### src/rtl/calculadora_serial.sv
// Bit-serial calculator: add, subtract, AND, OR on two unsigned WIDTH-bit
// operands, one result bit per clock, with valid/ready handshakes on both
// the request and the result side.
module calculadora_serial #(
   parameter int WIDTH = 4
) (
   input  logic             clk,
   input  logic             rst_n,
   input  logic             in_valid,
   output logic             in_ready,
   input  logic [WIDTH-1:0] A,
   input  logic [WIDTH-1:0] B,
   input  logic [1:0]       op_sel,
   output logic             out_valid,
   input  logic             out_ready,
   output logic [WIDTH-1:0] C_out,
   output logic             carry
);

   localparam int CW = (WIDTH > 2) ? $clog2(WIDTH) : 1;

   localparam logic [1:0] IDLE = 2'd0;
   localparam logic [1:0] CALC = 2'd1;
   localparam logic [1:0] DONE = 2'd2;

   localparam logic [1:0] OP_ADD = 2'b00;
   localparam logic [1:0] OP_SUB = 2'b01;
   localparam logic [1:0] OP_AND = 2'b10;

   logic [1:0]       state;
   logic [WIDTH-1:0] a_sh;
   logic [WIDTH-1:0] b_sh;
   logic [1:0]       op_reg;
   logic [CW-1:0]    cnt;
   logic [WIDTH-1:0] res_sh;
   logic             scarry;

   logic             a_bit;
   logic             b_bit;
   logic             sum_bit;
   logic             cout;
   logic             res_bit;
   logic             last_bit;
   logic [WIDTH-1:0] res_next;

   // Result bit for the current LSB position; sub inverts B so that the
   // full adder, seeded with carry 1, computes A + ~B + 1.
   always_comb begin
      a_bit    = a_sh[0];
      b_bit    = (op_reg == OP_SUB) ? ~b_sh[0] : b_sh[0];
      sum_bit  = a_bit ^ b_bit ^ scarry;
      cout     = (a_bit & b_bit) | (a_bit & scarry) | (b_bit & scarry);
      res_bit  = sum_bit;
      if (op_reg == OP_AND) begin
         res_bit = a_sh[0] & b_sh[0];
      end else if (op_reg[1]) begin
         res_bit = a_sh[0] | b_sh[0];
      end
      last_bit = (cnt == CW'(WIDTH - 1));
      res_next = {res_bit, res_sh[WIDTH-1:1]};
   end

   // Handshake FSM with the serial datapath; C_out/carry only change when a
   // result completes, so they stay frozen through DONE and the next CALC.
   always_ff @(posedge clk or negedge rst_n) begin
      if (!rst_n) begin
         state  <= IDLE;
         a_sh   <= '0;
         b_sh   <= '0;
         op_reg <= '0;
         cnt    <= '0;
         res_sh <= '0;
         scarry <= 1'b0;
         C_out  <= '0;
         carry  <= 1'b0;
      end else begin
         case (state)
            IDLE: begin
               if (in_valid) begin
                  a_sh   <= A;
                  b_sh   <= B;
                  op_reg <= op_sel;
                  cnt    <= '0;
                  res_sh <= '0;
                  scarry <= (op_sel == OP_SUB);
                  state  <= CALC;
               end
            end
            CALC: begin
               a_sh   <= a_sh >> 1;
               b_sh   <= b_sh >> 1;
               res_sh <= res_next;
               cnt    <= cnt + CW'(1);
               if (!op_reg[1]) begin
                  scarry <= cout;
               end
               if (last_bit) begin
                  state <= DONE;
                  C_out <= res_next;
                  if (op_reg == OP_ADD) begin
                     carry <= cout;
                  end else if (op_reg == OP_SUB) begin
                     carry <= ~cout;
                  end else begin
                     carry <= 1'b0;
                  end
               end
            end
            DONE: begin
               if (out_ready) begin
                  state <= IDLE;
               end
            end
            default: begin
               state <= IDLE;
            end
         endcase
      end
   end

   assign in_ready  = (state == IDLE);
   assign out_valid = (state == DONE);

endmodule

### config.mk
export PLATFORM = sky130hd
export DESIGN_NAME = calculadora_serial
export DESIGN_NICKNAME = d
export VERILOG_FILES = /design/src/rtl/calculadora_serial.sv
export SDC_FILE = /design/constraint.sdc
export NUM_CORES = 1
export LEC_CHECK = 0
export BUFFER_PORTS_ARGS = -buffer_cell sky130_fd_sc_hd__clkbuf_2
export CELL_PAD_IN_SITES_DETAIL_PLACEMENT = 1
export CELL_PAD_IN_SITES_GLOBAL_PLACEMENT = 1
export CORE_MARGIN = 4
export CORE_UTILIZATION = 44
export DETAILED_ROUTE_END_ITERATION = 16
export PLACE_DENSITY = 0.91
export SYNTH_ARGS = -nofsm -noshare
export SYNTH_HDL_FRONTEND = slang
export SYNTH_SLANG_ARGS = --single-unit
### constraint.sdc
create_clock -name clk -period 3.7 [get_ports clk]
set_input_delay 0.37 -clock clk [delete_from_list [all_inputs] [get_ports clk]]
set_output_delay 0.37 -clock clk [all_outputs]
set_load 0.01 [all_outputs]
==> results.ini, run 1 <==
[outcome]
outcome=finished, final reports clean

[floorplanning]
die_y_um=57.54
start_util_pct=47.44
rows=17
core_mm2=0.002276
io_pins=21
dieArea_mm2=0.003311
die_w_um=57.54

[finish]
layout.nets=141
stdcell_area_mm2=0.001201
drive_above_1_share_pct=28.23
reg_top3=C_out (4), a_sh (4), b_sh (4)
area_growth_pct=11.24
antennaDiodeCount=0
nFillCells=266

[sta]
period_minus_slack_ns=2.021
setup-violations-final=0
relSlewSlack_pct=19.55
fin_skew_ns=0.002309
slew_violations=0
worstMarginPinSlew_ns=1.204
rsz0062_at_grt=false
hold_violations=0
finalCritPeriodShare_pct=54.62
tns_ns=0
max_freq_mhz=494.8

[logic_synthesis]
async_flop_share_pct=100.0
ys_warn_count=0
yosys.area.top_type=dfrtp_1
syn_area_per_cell_um2=10.19
seq_area_frac_synth_pct=53.30
synth_top_area_share_pct=53.30
synth.distinct_cells=27
syn_nets=122
synth_area_mm2=0.001080
ys.flop_type=dfrtp_1
synth.area.top_cells=dfrtp_1 (53%), nand2_1 (9.4%), nand3_1 (6.0%)
synth_cells=106
synth_seq_cells=23
synth_edf_count=0

[routing]
wirelength_um=2347
wl_per_cell_um=15.44
vias=808
drc=0
ant_nets=0
first_pass_iters=4
drt_iter0_drc=2
vias_per_cell=5.316

[clock_network]
htreeDepth=1
postCtsSetupBuffers=0
clk_latency_ns=0.31
clk_path_buf_depth=2
cts.root.buffer_cell=clkbuf_4
cts_tree=yes
numCtsBuffers=3
ctsResizeCount=0
cts_hold_buf=0
clk_pin_slew_ns=0.13
numClockSinks=23

[placed_design]
numPortBuffers=20
hpwl_um=1718
place_congestion=0.6708
place_area_mm2=0.001174

[power]
powerDensity_mw_per_mm2=860.9
leakage_uw=0.0006035
peakVddDrop_mv=0.3921

[grt]
grt_remaining_overflow=0
antenna_found_initial=0
grt_max_degree=24
grt_pass1_wl_um=4029
grtUsageTotal_pct=15.77
grt_pass1_vias=906

[worst_setup_path]
cpPeakStageDelay_ns=1.00
path_class=reg2reg
required_ns=3.91
cp_cell_sequence=nor3b_1 > o21ai_0 > o311a_1
crit_fanout=11
cp_slowest_cell=nor3b_1
worst_setup_path_start_kind=register
end_kind=register
critPathArrivalTime_ns=2.23

[worst_hold_path]
hold_path.class=in2async

[flow_run]
maxCapViolCount=0

-- power breakdown --
group          internal (uW)  switching [uW]  total [uW]
Clock                   40.4            76.4         117
Sequential               364            92.8         457
Combinational            188             272         460
Total                    593             441        1030
-- kinds of logic after synthesis --
family | synth area share (%)
fa+ha+maj | 3.940
buf+inv | 4.518
mux | 4.055
simple gates | 27.35
flops | 53.30
compound gates | 5.214
xor+xnor | 1.623
-- cell type report --
cell class                 instances  area (um^2)  area share, %
sequential                        23        575.6          47.92
multi-input combinational         75        455.4          37.92
tap                               28        35.03          2.917
timing repair buffer              20        100.1          8.333
clock buffer                       3        22.52          1.875
inverter                           2        7.507         0.6250
clock inverter                     1        5.005         0.4167
-- routing by layer --
layer / share of wire (%) / up-vias / track usage (%)
met5: 0 / - / 0
met1: 43 / 407 / 18.21
met3: 1.7 / 2 / 2.715
met2: 55 / 8 / 29.19
met4: 0.43 / 0 / 4.967
li1: - / 391 / -
-- cell usage in the layout (no fill, tap or decap), types with 2 or more instances in the layout --
| master | n |
|---|---|
| inv_1 | 2 |
| nand2_1 | 27 |
| clkbuf_2 | 20 |
| o21ai_0 | 5 |
| nor2_1 | 2 |
| mux2_2 | 3 |
| clkbuf_4 | 3 |
| xnor2_1 | 2 |
| nand3_2 | 6 |
| nand2b_1 | 3 |
| nand3_1 | 13 |
| dfrtp_1 | 23 |
-- worst max-delay path: cells and delay by family (launching register included) --
family | cells | cell delay (ns)
flops | 1 | 0.46
compound gates | 2 | 0.46
simple gates | 1 | 1.00
-- worst paths after layout --
check                      startpoint  endpoint  slack (ns)  cells after the start
setup reg to reg             state[0]    scarry        1.68                      3
hold / removal                  rst_n  C_out[1]        0.03                      1
min in group clk            out_ready  state[1]        0.25                      2
hold reg to reg               b_sh[2]   b_sh[1]        0.50                      2
setup / recovery             state[0]    scarry        1.68                      3
max in group asynchronous       rst_n   b_sh[0]        3.30                      1
-- cell usage after synthesis, types with 2 or more instances --
| master | instances |
|---|---|
| nand3_2 | 6 |
| dfrtp_1 | 23 |
| mux2_2 | 3 |
| nand2b_1 | 3 |
| nand3_1 | 13 |
| xnor2_1 | 2 |
| o21ai_0 | 5 |
| nand2_1 | 27 |
| nor2_1 | 2 |
| buf_6 | 2 |
| buf_2 | 3 |
| inv_1 | 2 |
-- stage by stage --
stage / util (%) / cells / hold slack [ns] / power, uW / setup WS, ns
finish: 52.78 / 152 / 0.02581 / 1034 / 1.679
global route: 52.78 / 152 / 0.06100 / 1122 / 1.467
CTS: 52.78 / 152 / 0.04183 / 1046 / 1.640
detailed placement: 51.57 / 148 / 0.3938 / 931.0 / 1.674
global placement: 51.57 / 148 / 0.3922 / 887.6 / 1.832
floorplan: - / 106 / 0.07441 / 808.1 / 2.049
No activity file was read; power rests on OpenSTA's default activity.
==> run 2: changes to the inputs <==
- CORE_UTILIZATION: 44 -> 41
- PLACE_DENSITY: 0.91 -> 0.86
- clock period: 3.7 -> 2.1 ns (I/O delays scaled with it)
==> run 2 against run 1 <==
First-iteration DRC count grew to 7.0 times the previous value. Via count is 0.99% higher. Cell area is 2.3% higher. Count of clock-buffer cells in the layout stayed put. Combinational power is 77% higher. Setup slack worse by 1.3 ns. Routed wire length is 7.8% lower. Maximum frequency is 15% higher. Non-clock buffer count is 3 higher. Worst hold slack better by 0.063 ns. Clock power is 69% higher. Largest power group unchanged.
==> results.ini, run 2 (synthesis results as in run 1) <==
[outcome]
outcome=finished, final reports clean

[routing]
wl_per_cell_um=13.78
vias=816
vias_per_cell=5.197
wirelength_um=2163
first_pass_iters=4
drc=0
ant_nets=0
drt_iter0_drc=14

[clock_network]
cts_tree=yes
clk_pin_slew_ns=0.12
numCtsBuffers=3
htreeDepth=1
ctsResizeCount=0
clk_path_buf_depth=2
cts.root.buffer_cell=clkbuf_4
numClockSinks=23
postCtsSetupBuffers=0
clk_latency_ns=0.30
cts_hold_buf=1

[sta]
max_freq_mhz=569.4
setup-violations-final=0
worstMarginPinSlew_ns=0.7209
slew_violations=0
relSlewSlack_pct=51.94
tns_ns=0
period_minus_slack_ns=1.756
rsz0062_at_grt=false
finalCritPeriodShare_pct=83.63
fin_ws_ns=0.3437
fin_skew_ns=0.004824
hold_violations=0

[worst_setup_path]
worst_setup_path_start_kind=register
critPathArrivalTime_ns=1.95
path_class=reg2reg
crit_fanout=6
r2r-start=op_reg[1]
required_ns=2.30
end_kind=register
cp-startpoint=op_reg[1]

[placed_design]
place_congestion=0.7283
place_worst_setup_slack_ns=0.3581
hpwl_um=1633
numPortBuffers=20
place_area_mm2=0.001191
placed_cells=152

[power]
powerDensity_mw_per_mm2=1479
leakage_uw=0.0006176
peakVddDrop_mv=0.8349

[worst_hold_path]
hold_path.class=in2reg
hp-start=out_ready

[grt]
antenna_found_initial=0
use_met1_pct=17.11
gr-usage-met3_pct=2.614
grt_pass1_vias=867
grtUsageTotal_pct=14.38
use_met2_pct=26.68
grt_pass1_wl_um=3843
grt_remaining_overflow=0
grt_max_degree=24
grt.busiest_layer=met2

[flow_run]
maxCapViolCount=0

[finish]
layout.nets=144
mostFrequentLayoutCell=nand2_1
area_growth_pct=13.79
drive_above_1_share_pct=29.13
antennaDiodeCount=0
final_cell_mix=nand2_1 (27), dfrtp_1 (23), clkbuf_2 (20)
final_cells=157
reg_top3=C_out (4), a_sh (4), b_sh (4)
stdcell_area_mm2=0.001229

[floorplanning]
start_util_pct=43.19
die_w_um=59.32
io_pins=21
core_mm2=0.002500
dieArea_mm2=0.003519
rows=18
die_y_um=59.32

run 2: changes by cell type in the layout (fill, tap and decap cells not counted), sizes merged:
cell / change
buf: +2
dlygate4sd3: +1
run 2: final cells by class:
class	instances	area (um^2)
clock buffer	3	22.52
clock inverter	1	5.005
fill	302	1271
inverter	2	7.507
multi-input combinational	75	455.4
sequential	23	575.6
tap	30	37.54
timing repair buffer	23	125.1
run 2: worst max-delay path, stage by stage (launching register included):
cell and delay, ns:
dfrtp_1 0.45, nand2b_1 0.18, xnor2_1 0.14, fa_1 0.41, or3_1 0.36, o311a_1 0.11
run 2: power breakdown:
| part | total, uW | internal (uW) | switching, uW |
|---|---|---|---|
| Clock | 198 | 70.9 | 127 |
| Sequential | 805 | 642 | 163 |
| Combinational | 814 | 354 | 460 |
run 2: worst paths after layout:
| path | depth (start not counted) | slack (ns) | end |
|---|---|---|---|
| max in group asynchronous | 2 | 1.30 | scarry |
| worst min-delay path | 2 | 0.09 | state[1] |
| worst min register to register | 2 | 0.50 | a_sh[0] |
| min in group asynchronous | 2 | 0.42 | C_out[0] |
| worst max-delay path | 5 | 0.34 | scarry |
| worst max register to register | 5 | 0.34 | scarry |
run 2: metal layers:
layer / vias to the layer above / part of all wire, %
met2: 12 / 55
met4: 0 / 0.69
met5: - / 0
li1: 394 / -
met3: 2 / 3.1
met1: 408 / 41
run 2: through the flow:
stage	util [%]	power, uW	hold WS, ns
2_1_floorplan	-	1424	-0.08559
3_3_place_gp	47.65	1587	0.2314
3_5_place_dp	47.65	1647	0.2398
4_1_cts	49.15	1856	0.07527
5_1_grt	49.15	2005	0.08849
6_report	49.15	1817	0.08846
==> run 3: changes to the inputs <==
- CORE_UTILIZATION: 41 -> 37
- PLACE_DENSITY: 0.86 -> 0.82
- clock period: 2.1 -> 1.5 ns (I/O delays scaled with it)
==> run 3 against run 2 <==
The flow now finishes with violations (setup timing). Global-route usage increased by 1.5 points. Combinational power increased by 72%. Utilization decreased by 1.9 points.
==> results.ini, run 3 (synthesis results as in run 1) <==
[outcome]
outcome=finished with violations
violations=setup timing

[clock_network]
clk_path_buf_depth=2
numCtsBuffers=3
htreeDepth=1
cts.root.buffer_cell=clkbuf_4
numClockSinks=23
cts_tree=yes
clk_pin_slew_ns=0.14
clk_latency_ns=0.32

[finish]
mostFrequentLayoutCell=nand2_1
drive_above_1_share_pct=35.29
final_cell_mix=nand2_1 (27), dfrtp_1 (23), clkbuf_2 (20)
layout.nets=153
reg_top3=C_out (4), a_sh (4), b_sh (4)
area_growth_pct=21.67
final_cells=167
antennaDiodeCount=0
fin_util_pct=47.23
nFillCells=325

[floorplanning]
io_pins=21
start_util_pct=38.82
rows=19
dieArea_mm2=0.003846
die_w_um=62.02
core_mm2=0.002781
die_y_um=62.02

[flow_run]
maxCapViolCount=0

[grt]
grt_pass1_wl_um=4374
grt_remaining_overflow=0
grt_max_degree=24
grt_pass1_vias=924
antenna_found_initial=0
grtUsageTotal_pct=15.88

[power]
total_power_uw=2823
seq_power_share_pct=39.6
combPwrFrac_pct=49.7
internal_power_uw=1669
powerDensity_mw_per_mm2=2148
leakage_uw=0.0006675
peakVddDrop_mv=1.125
power.net_switching_uw=1153
p_sw_share_pct=40.86
pwr-share-clk_pct=10.7

[placed_design]
place_worst_setup_slack_ns=-0.06480
numPortBuffers=20
place_congestion=0.6884
hpwl_um=1879
placed_cells=161

[sta]
finalCritPeriodShare_pct=104.1
fin_ws_ns=-0.06166
slew_violations=0
setup-violations-final=4
fin_skew_ns=0.006843
hold_violations=0
rsz0062_at_grt=true
worstMarginPinSlew_ns=0.5947
period_minus_slack_ns=1.562
relSlewSlack_pct=60.35
max_freq_mhz=640.3
tns_ns=-0.1041

[routing]
drc=0
vias_per_cell=5.192
wirelength_um=2527
wl_per_cell_um=15.13
vias=867
ant_nets=0
drt_iter0_drc=18
first_pass_iters=4

[worst_setup_path]
crit_buf_inv=0
cp_slowest_cell=dfrtp_1
required_ns=1.71
path_class=reg2reg
cp_cell_sequence=nand2b_4 > xnor2_2 > fa_2 > or3_1 > o311a_1
cpPeakStageDelay_ns=0.40
critPathArrivalTime_ns=1.78
end_kind=register
crit_fanout=2
cp_top_family=simple AND/OR/NAND/NOR gates
worst_setup_path_start_kind=register

[worst_hold_path]
hold_path.class=in2reg

[run 3: worst paths after layout]
path                       startpoint  endpoint  slack (ns)  depth (start not counted)
min reg2reg                     carry     carry        0.50                          2
max reg2reg                 op_reg[1]    scarry       -0.06                          5
min in group asynchronous       rst_n  C_out[0]        0.36                          2
max                         op_reg[1]    scarry       -0.06                          5
min                         out_ready  state[1]        0.02                          2
max in group asynchronous       rst_n  state[0]        0.75                          2
[run 3: final cells by class]
class,count,area [um^2],share of cell area (%)
clock buffer,4,26.28,2.000
inverter,2,7.507,0.5714
multi-input combinational,75,473.0,36.00
sequential,23,575.6,43.81
tap,31,38.79,2.952
timing repair buffer,32,192.7,14.67
[run 3: power groups by stage]
stage / clock, uW / combinational (uW) / sequential (uW)
final: 303 / 1400 / 1120
after global routing: 340 / 1590 / 1150
after CTS: 314 / 1420 / 1120
after detailed placement: 0 / 1400 / 1130
after global placement: 0 / 1330 / 1110
after floorplan: 0 / 925 / 1130
[run 3: per-layer routing]
| layer | wire length [um] | part of all wire (%) | GRT usage [%] |
|---|---|---|---|
| met1 | 1133 | 45 | 20.21 |
| met5 | 0 | 0 | 0 |
| met4 | 26 | 1.0 | 5.455 |
| met3 | 77 | 3.0 | 3.719 |
| met2 | 1290 | 51 | 26.33 |
[run 3: stage by stage]
stage / hold slack (ns) / cell area [um^2]
floorplan: -0.1456 / 1097
global placement: 0.1744 / 1270
detailed placement: 0.1831 / 1270
CTS: 0.01555 / 1314
global route: 0.006655 / 1314
finish: 0.01900 / 1314
[run 3: timing repair]
item / CTS / global route
pin swaps: 1 / 0
setup buffers: 1 / 0
hold buffers: 1 / 0
hold endpoints to repair: 23 / 0
gates resized for setup: 0 / 0
endpoints found under the setup margin: 4 / 4
